==> config.mk <==
export PLATFORM = sky130hd
export DESIGN_NAME = keypad_debounce_decoder
export DESIGN_NICKNAME = d
export VERILOG_FILES = /design/src/rtl/keypad_debounce_decoder_pkg.sv /design/src/rtl/keypad_debounce_decoder_code_lut.sv /design/src/rtl/keypad_debounce_decoder.sv
export SDC_FILE = /design/constraint.sdc
export NUM_CORES = 1
export LEC_CHECK = 0
export ABC_AREA = 1
export CAP_MARGIN = 20
export CORE_AREA = 2 2 63 65
export CTS_BUF_LIST = sky130_fd_sc_hd__clkbuf_16
export CTS_CLUSTER_DIAMETER = 150
export DETAILED_ROUTE_END_ITERATION = 8
export DIE_AREA = 0 0 65 67
export DONT_BUFFER_PORTS = 1
export SLEW_MARGIN = 5
export SYNTH_ARGS = -nofsm -noshare
export SYNTH_HDL_FRONTEND = slang
export SYNTH_HIERARCHICAL = 1
export SYNTH_SLANG_ARGS = --single-unit
==> constraint.sdc <==
create_clock -name clk -period 2 [get_ports clk]
set_clock_uncertainty 0.1 [all_clocks]
set_input_delay 0.4 -clock clk [delete_from_list [all_inputs] [get_ports clk]]
set_output_delay 0.4 -clock clk [all_outputs]
set_load 0.02 [all_outputs]
==> src/rtl/keypad_debounce_decoder_pkg.sv <==
// ---------------------------------------------------------------------------
// keypad_pkg
// Shared definitions for the keypad debounce/decoder block:
//   - keypadState_t : FSM state encoding
//   - KEY_*         : 4-bit codes reported for each key
//   - DEBOUNCE_DEFAULT : default number of stable cycles to accept an edge
//   - isOneHot / keyCode : helpers used by the row/column lookup
// ---------------------------------------------------------------------------
package keypad_pkg;

    localparam int unsigned DEBOUNCE_DEFAULT = 20;

    typedef enum logic [2:0] {
        ST_IDLE     = 3'd0,
        ST_DEBOUNCE = 3'd1,
        ST_COMMIT   = 3'd2,
        ST_HELD     = 3'd3,
        ST_RELEASE  = 3'd4
    } keypadState_t;

    localparam logic [3:0] KEY_0 = 4'h0;
    localparam logic [3:0] KEY_1 = 4'h1;
    localparam logic [3:0] KEY_2 = 4'h2;
    localparam logic [3:0] KEY_3 = 4'h3;
    localparam logic [3:0] KEY_4 = 4'h4;
    localparam logic [3:0] KEY_5 = 4'h5;
    localparam logic [3:0] KEY_6 = 4'h6;
    localparam logic [3:0] KEY_7 = 4'h7;
    localparam logic [3:0] KEY_8 = 4'h8;
    localparam logic [3:0] KEY_9 = 4'h9;
    localparam logic [3:0] KEY_A = 4'hA;
    localparam logic [3:0] KEY_B = 4'hB;
    localparam logic [3:0] KEY_C = 4'hC;
    localparam logic [3:0] KEY_D = 4'hD;
    localparam logic [3:0] KEY_E = 4'hE;
    localparam logic [3:0] KEY_F = 4'hF;

    // True when exactly one bit of the nibble is set.
    function automatic logic isOneHot(input logic [3:0] v);
        return (v != 4'b0000) && ((v & (v - 4'b0001)) == 4'b0000);
    endfunction

    // Row index 0..3 (R0..R3) and column index 0..3 (C0..C3) to key code.
    function automatic logic [3:0] keyCode(input logic [1:0] rowIdx,
                                           input logic [1:0] colIdx);
        logic [3:0] code;
        case ({rowIdx, colIdx})
            4'b00_00: code = KEY_1;
            4'b00_01: code = KEY_2;
            4'b00_10: code = KEY_3;
            4'b00_11: code = KEY_A;
            4'b01_00: code = KEY_4;
            4'b01_01: code = KEY_5;
            4'b01_10: code = KEY_6;
            4'b01_11: code = KEY_B;
            4'b10_00: code = KEY_7;
            4'b10_01: code = KEY_8;
            4'b10_10: code = KEY_9;
            4'b10_11: code = KEY_C;
            4'b11_00: code = KEY_E;
            4'b11_01: code = KEY_0;
            4'b11_10: code = KEY_F;
            default:  code = KEY_D;
        endcase
        return code;
    endfunction

endpackage

==> src/rtl/keypad_debounce_decoder_code_lut.sv <==
// ---------------------------------------------------------------------------
// keypad_code_lut
// Purely combinational decode of one scanner snapshot.
// Ports:
//   i_keypad_val [7:0] : {R0,R1,R2,R3,C0,C1,C2,C3} snapshot
//   o_code       [3:0] : key code (meaningful only when o_legal=1)
//   o_legal            : exactly one row bit and one column bit are set
// ---------------------------------------------------------------------------
module keypad_code_lut
    import keypad_pkg::*;
(
    input  logic [7:0] i_keypad_val,
    output logic [3:0] o_code,
    output logic       o_legal
);

    logic [3:0] w_rows;
    logic [3:0] w_cols;
    logic [1:0] w_rowIdx;
    logic [1:0] w_colIdx;

    assign w_rows = i_keypad_val[7:4];
    assign w_cols = i_keypad_val[3:0];

    // R0 and C0 sit in the most significant bit of their nibble, so the
    // index counts down from the top bit.
    always_comb begin
        w_rowIdx = 2'd0;
        case (w_rows)
            4'b1000: w_rowIdx = 2'd0;
            4'b0100: w_rowIdx = 2'd1;
            4'b0010: w_rowIdx = 2'd2;
            4'b0001: w_rowIdx = 2'd3;
            default: w_rowIdx = 2'd0;
        endcase
    end

    always_comb begin
        w_colIdx = 2'd0;
        case (w_cols)
            4'b1000: w_colIdx = 2'd0;
            4'b0100: w_colIdx = 2'd1;
            4'b0010: w_colIdx = 2'd2;
            4'b0001: w_colIdx = 2'd3;
            default: w_colIdx = 2'd0;
        endcase
    end

    assign o_legal = isOneHot(w_rows) && isOneHot(w_cols);
    assign o_code  = keyCode(w_rowIdx, w_colIdx);

endmodule

==> src/rtl/keypad_debounce_decoder.sv <==
// ---------------------------------------------------------------------------
// keypad_debounce_decoder
// Accepts a decoded key from the scanner, debounces press and release on
// button_on, and reports the last two accepted keys.
// Ports:
//   clk        : clock, all state on rising edge
//   reset      : asynchronous active-low reset
//   keypad_val : scanner snapshot {R0..R3,C0..C3}, valid when en=1
//   en         : scanner decode strobe, only honoured in IDLE
//   button_on  : high while any key is pressed
//   digit_new  : most recently accepted key code
//   digit_old  : key code accepted before digit_new
//   key_valid  : one-cycle pulse after a key is committed
//   key_error  : one-cycle pulse after a rejected (illegal) snapshot
// ---------------------------------------------------------------------------
module keypad_debounce_decoder
    import keypad_pkg::*;
#(
    parameter int unsigned DEBOUNCE_CYCLES = DEBOUNCE_DEFAULT
) (
    input  logic       clk,
    input  logic       reset,
    input  logic [7:0] keypad_val,
    input  logic       en,
    input  logic       button_on,
    output logic [3:0] digit_new,
    output logic [3:0] digit_old,
    output logic       key_valid,
    output logic       key_error
);

    localparam int unsigned        CNT_W    = $clog2(DEBOUNCE_CYCLES + 1);
    localparam logic [CNT_W-1:0]   CNT_LAST = CNT_W'(DEBOUNCE_CYCLES - 1);
    localparam logic [CNT_W-1:0]   CNT_MAX  = '1;

    keypadState_t     r_state;
    keypadState_t     w_nextState;
    logic [CNT_W-1:0] r_count;
    logic [3:0]       r_capture;
    logic [3:0]       r_digitNew;
    logic [3:0]       r_digitOld;
    logic             r_keyValid;
    logic             r_keyError;

    logic [3:0]       w_code;
    logic             w_legal;
    logic             w_countDone;
    logic             w_capture;
    logic             w_reject;
    logic             w_commit;
    logic             w_countEn;

    keypad_code_lut u_lut (
        .i_keypad_val (keypad_val),
        .o_code       (w_code),
        .o_legal      (w_legal)
    );

    assign w_countDone = (r_count == CNT_LAST);

    // State register.
    always_ff @(posedge clk or negedge reset) begin
        if (!reset) begin
            r_state <= ST_IDLE;
        end else begin
            r_state <= w_nextState;
        end
    end

    // Next-state logic. A drop of button_on during DEBOUNCE is treated as a
    // glitch; a rise during RELEASE is treated as contact bounce.
    always_comb begin
        w_nextState = r_state;
        case (r_state)
            ST_IDLE: begin
                if (en && w_legal) begin
                    w_nextState = ST_DEBOUNCE;
                end
            end
            ST_DEBOUNCE: begin
                if (!button_on) begin
                    w_nextState = ST_IDLE;
                end else if (w_countDone) begin
                    w_nextState = ST_COMMIT;
                end
            end
            ST_COMMIT: begin
                w_nextState = ST_HELD;
            end
            ST_HELD: begin
                if (!button_on) begin
                    w_nextState = ST_RELEASE;
                end
            end
            ST_RELEASE: begin
                if (button_on) begin
                    w_nextState = ST_HELD;
                end else if (w_countDone) begin
                    w_nextState = ST_IDLE;
                end
            end
            default: begin
                w_nextState = ST_IDLE;
            end
        endcase
    end

    // Output/control decode from the current state.
    always_comb begin
        w_capture = 1'b0;
        w_reject  = 1'b0;
        w_commit  = 1'b0;
        w_countEn = 1'b0;
        case (r_state)
            ST_IDLE: begin
                w_capture = en && w_legal;
                w_reject  = en && !w_legal;
            end
            ST_DEBOUNCE: begin
                w_countEn = button_on;
            end
            ST_COMMIT: begin
                w_commit = 1'b1;
            end
            ST_RELEASE: begin
                w_countEn = !button_on;
            end
            default: begin
                w_countEn = 1'b0;
            end
        endcase
    end

    // Datapath registers. The counter restarts on every state change so each
    // state measures its own run of stable cycles; it saturates rather than
    // wrapping. Both pulses are registered so outputs never see inputs
    // combinationally.
    always_ff @(posedge clk or negedge reset) begin
        if (!reset) begin
            r_count    <= '0;
            r_capture  <= 4'h0;
            r_digitNew <= 4'h0;
            r_digitOld <= 4'h0;
            r_keyValid <= 1'b0;
            r_keyError <= 1'b0;
        end else begin
            if (w_nextState != r_state) begin
                r_count <= '0;
            end else if (w_countEn && (r_count != CNT_MAX)) begin
                r_count <= r_count + CNT_W'(1);
            end
            if (w_capture) begin
                r_capture <= w_code;
            end
            if (w_commit) begin
                r_digitOld <= r_digitNew;
                r_digitNew <= r_capture;
            end
            r_keyValid <= w_commit;
            r_keyError <= w_reject;
        end
    end

    assign digit_new = r_digitNew;
    assign digit_old = r_digitOld;
    assign key_valid = r_keyValid;
    assign key_error = r_keyError;

endmodule

==> metrics.txt <==
Num CTS Buffers=3; post-synthesis async set-or-reset flop share=1.00; Pre-antenna DRT Iters=4; P_leak=0.908 nW; drt via density=4.66; initial core utilization=0.412; Critical Path Start Type=register; die height=67 um; share of the synthesized area in the top cell type=0.371; Final min period=1.64 ns; Die Width=65 um; Final nets=232; global-route wire length before repair=4.75 mm; Hold Crit Start=button_on; post-synthesis instance area=1480 um2; clock-pin transition on the worst setup and hold timing paths=0.05 ns; Max Slew Vio Count=0; layout cells sized above 1=0.171; Inserted Diodes=0; post-cts repair resize count=0; antenna viol nets, final=0; Max Fclk=0.610 GHz; fillers=371; vias in the first global route=1128; Detailed Route WL=2.63 mm; reg-to-reg endpoint=r_count[0]$_DFFE_PN0P_; area delta synth->final=11.0%; count of unique library cells instantiated by Yosys=22; die area=4360 um2; cells on worst reg2reg path=8; worst min path class=primary input to register; Global Route met2 Usage=0.233; Synthesis Warnings=6; Yosys top cell by area=dfrtp_1; result of the run=completed; R2R Path Start=r_count[0]$_DFFE_PN0P_; vias=1206; drt initial violations=83; RSZ-0062 raised after global routing=no; largest net degree at the start of global routing=23; Rows=22; maximum vdd drop=365 uV; share of the yosys chip area belonging to registers=0.371; dpl hpwl=2.07 mm; initial antenna violation count=0; Yosys reg bits=22; max_cap viols=0; placed cell areas=1550 um2; Slew HR=0.674; hold depth=1; critical-path maximum fanout=7; Remaining DRCs=0; Reg2Reg Setup Slack=0.36 ns; top-count cell post-synth=nand2_1; total congestion overflow=0; top cells by count, synth=nand2_1, inv_1, dfrtp_1; IO buf count=0; TritonCTS clock tree=yes; CTS max path bufs=2; predominant post-synthesis flop cell=dfrtp_1; DR WL/cell=10.1 um; Worst-Margin Slew=0.487 ns; # setup viols final=0; clock sinks=22; final setup TNS=0 ns; Top Usage Layer GRT=met2; EDFF count, synth=0; all-layer global routing usage=0.139; routing usage on met3=0.0287; Crit. End Element=register; Post-Syn Instances=206; Synth Area per Inst=7.20 um2; Setup CP Type=register to register; syn nets=225; met1 GRT Util=0.171; Worst-Skew Late Latency=0.25 ns; period utilization=0.820; design area=1650 um2; root buffer cell=clkbuf_16; Final Hold Viols=0; RD Place Congestion=0.838; Worst EP required=2.08 ns; synth top area cells=dfrtp_1, nand2_1, inv_1; hold endpoint=r_state[2]$_DFF_PN0_; H-tree Lvls=1; Crit path arrival time=1.72 ns; pwr dens=751 nW/um2; I/O Pins=22; Core Footprint=3610 um2
-- sequential cells by signal, indices dropped and copies added, names as in the netlist --
signal	flops
digit_new	4
key_valid	1
key_error	1
digit_old	4
r_count	5
r_state	3
r_capture	4
-- cells in the final DEF, fill, tap and decap left out, types with 3 or more instances in the layout --
master,instances
a21oi_1,6
clkbuf_16,3
dfrtp_1,22
ha_1,7
inv_1,26
inv_2,5
nand2_1,68
nand2_2,11
nand3_1,12
nand3_2,4
nand4_1,4
nor2_1,21
nor2_2,3
nor2_4,4
o21ai_0,5
-- metal layers --
layer	up-vias	part of all wire	wire, um
met5	-	0	0
met4	0	0.0072	19
met3	2	0.051	135
met2	23	0.47	1240
met1	532	0.47	1230
li1	649	-	-
-- critical path, stage by stage (launching register included) --
cell,delay [ns]
dfrtp_1,0.40
ha_1,0.25
nand2_1,0.08
nor2_1,0.04
ha_1,0.17
inv_1,0.18
nand2_2,0.10
xor2_1,0.15
nor2_1,0.10
-- layout make-up --
cell class,count,area [um2],area share
Multi-Input combinational cell,151,808,0.491
Sequential cell,22,551,0.334
Inverter,32,121,0.0737
Clock buffer,3,75.1,0.0456
Tap cell,48,60.1,0.0364
Timing Repair Buffer,3,32.5,0.0197
-- worst max-delay path by stage --
stage                            from                      to  slack (ns)  depth (start not counted)
2_1_floorplan           keypad_val[2]  r_count[0]$_DFFE_PN0P_        0.36                         12
3_3_place_gp            keypad_val[2]  r_count[0]$_DFFE_PN0P_        0.24                         12
3_5_place_dp            keypad_val[2]  r_count[0]$_DFFE_PN0P_        0.19                         13
4_1_cts        r_count[0]$_DFFE_PN0P_  r_count[0]$_DFFE_PN0P_        0.35                          8
5_1_grt        r_count[0]$_DFFE_PN0P_  r_count[2]$_DFFE_PN0P_        0.22                         10
6_report       r_count[0]$_DFFE_PN0P_  r_count[0]$_DFFE_PN0P_        0.36                          8
-- metrics by stage --
step / setup WS, ns / total power [mW] / hold slack [ns] / instances / utilization
after global routing: 0.219 / 1.31 / 0.105 / 259 / 0.457
after detailed placement: 0.193 / 0.831 / 0.00486 / 254 / 0.429
after global placement: 0.244 / 0.827 / 0.00500 / 254 / 0.429
after CTS: 0.353 / 1.25 / 0.108 / 258 / 0.453
final: 0.360 / 1.24 / 0.110 / 259 / 0.457
after floorplan: 0.364 / 0.788 / 0.00441 / 206 / -
-- where the power goes --
group | internal [mW] | leakage (nW) | switching (mW)
Sequential | 0.530 | 0.284 | 0.115
Clock | 0.263 | 0.0370 | 0.139
Combinational | 0.0764 | 0.587 | 0.113
Total | 0.870 | 0.908 | 0.367
-- logic make-up (layout without fill, tap and decap cells) --
group                      Yosys count  after routing  synth area share
adders and majority gates            7              7            0.0590
buffers and inverters               33             38            0.0843
DFF                                 22             22             0.371
xor gates and xnor gates             1              1           0.00590
and+or+nand+nor                    131            131             0.439
AOI/OAI and AO/OA                   12             12            0.0405
-- what timing repair did --
action	CTS	global route
endpoints found under the hold margin	22	0
setup buffers	0	0
hold buffers	1	0
Note: power is estimated with default switching activity, not from simulation.
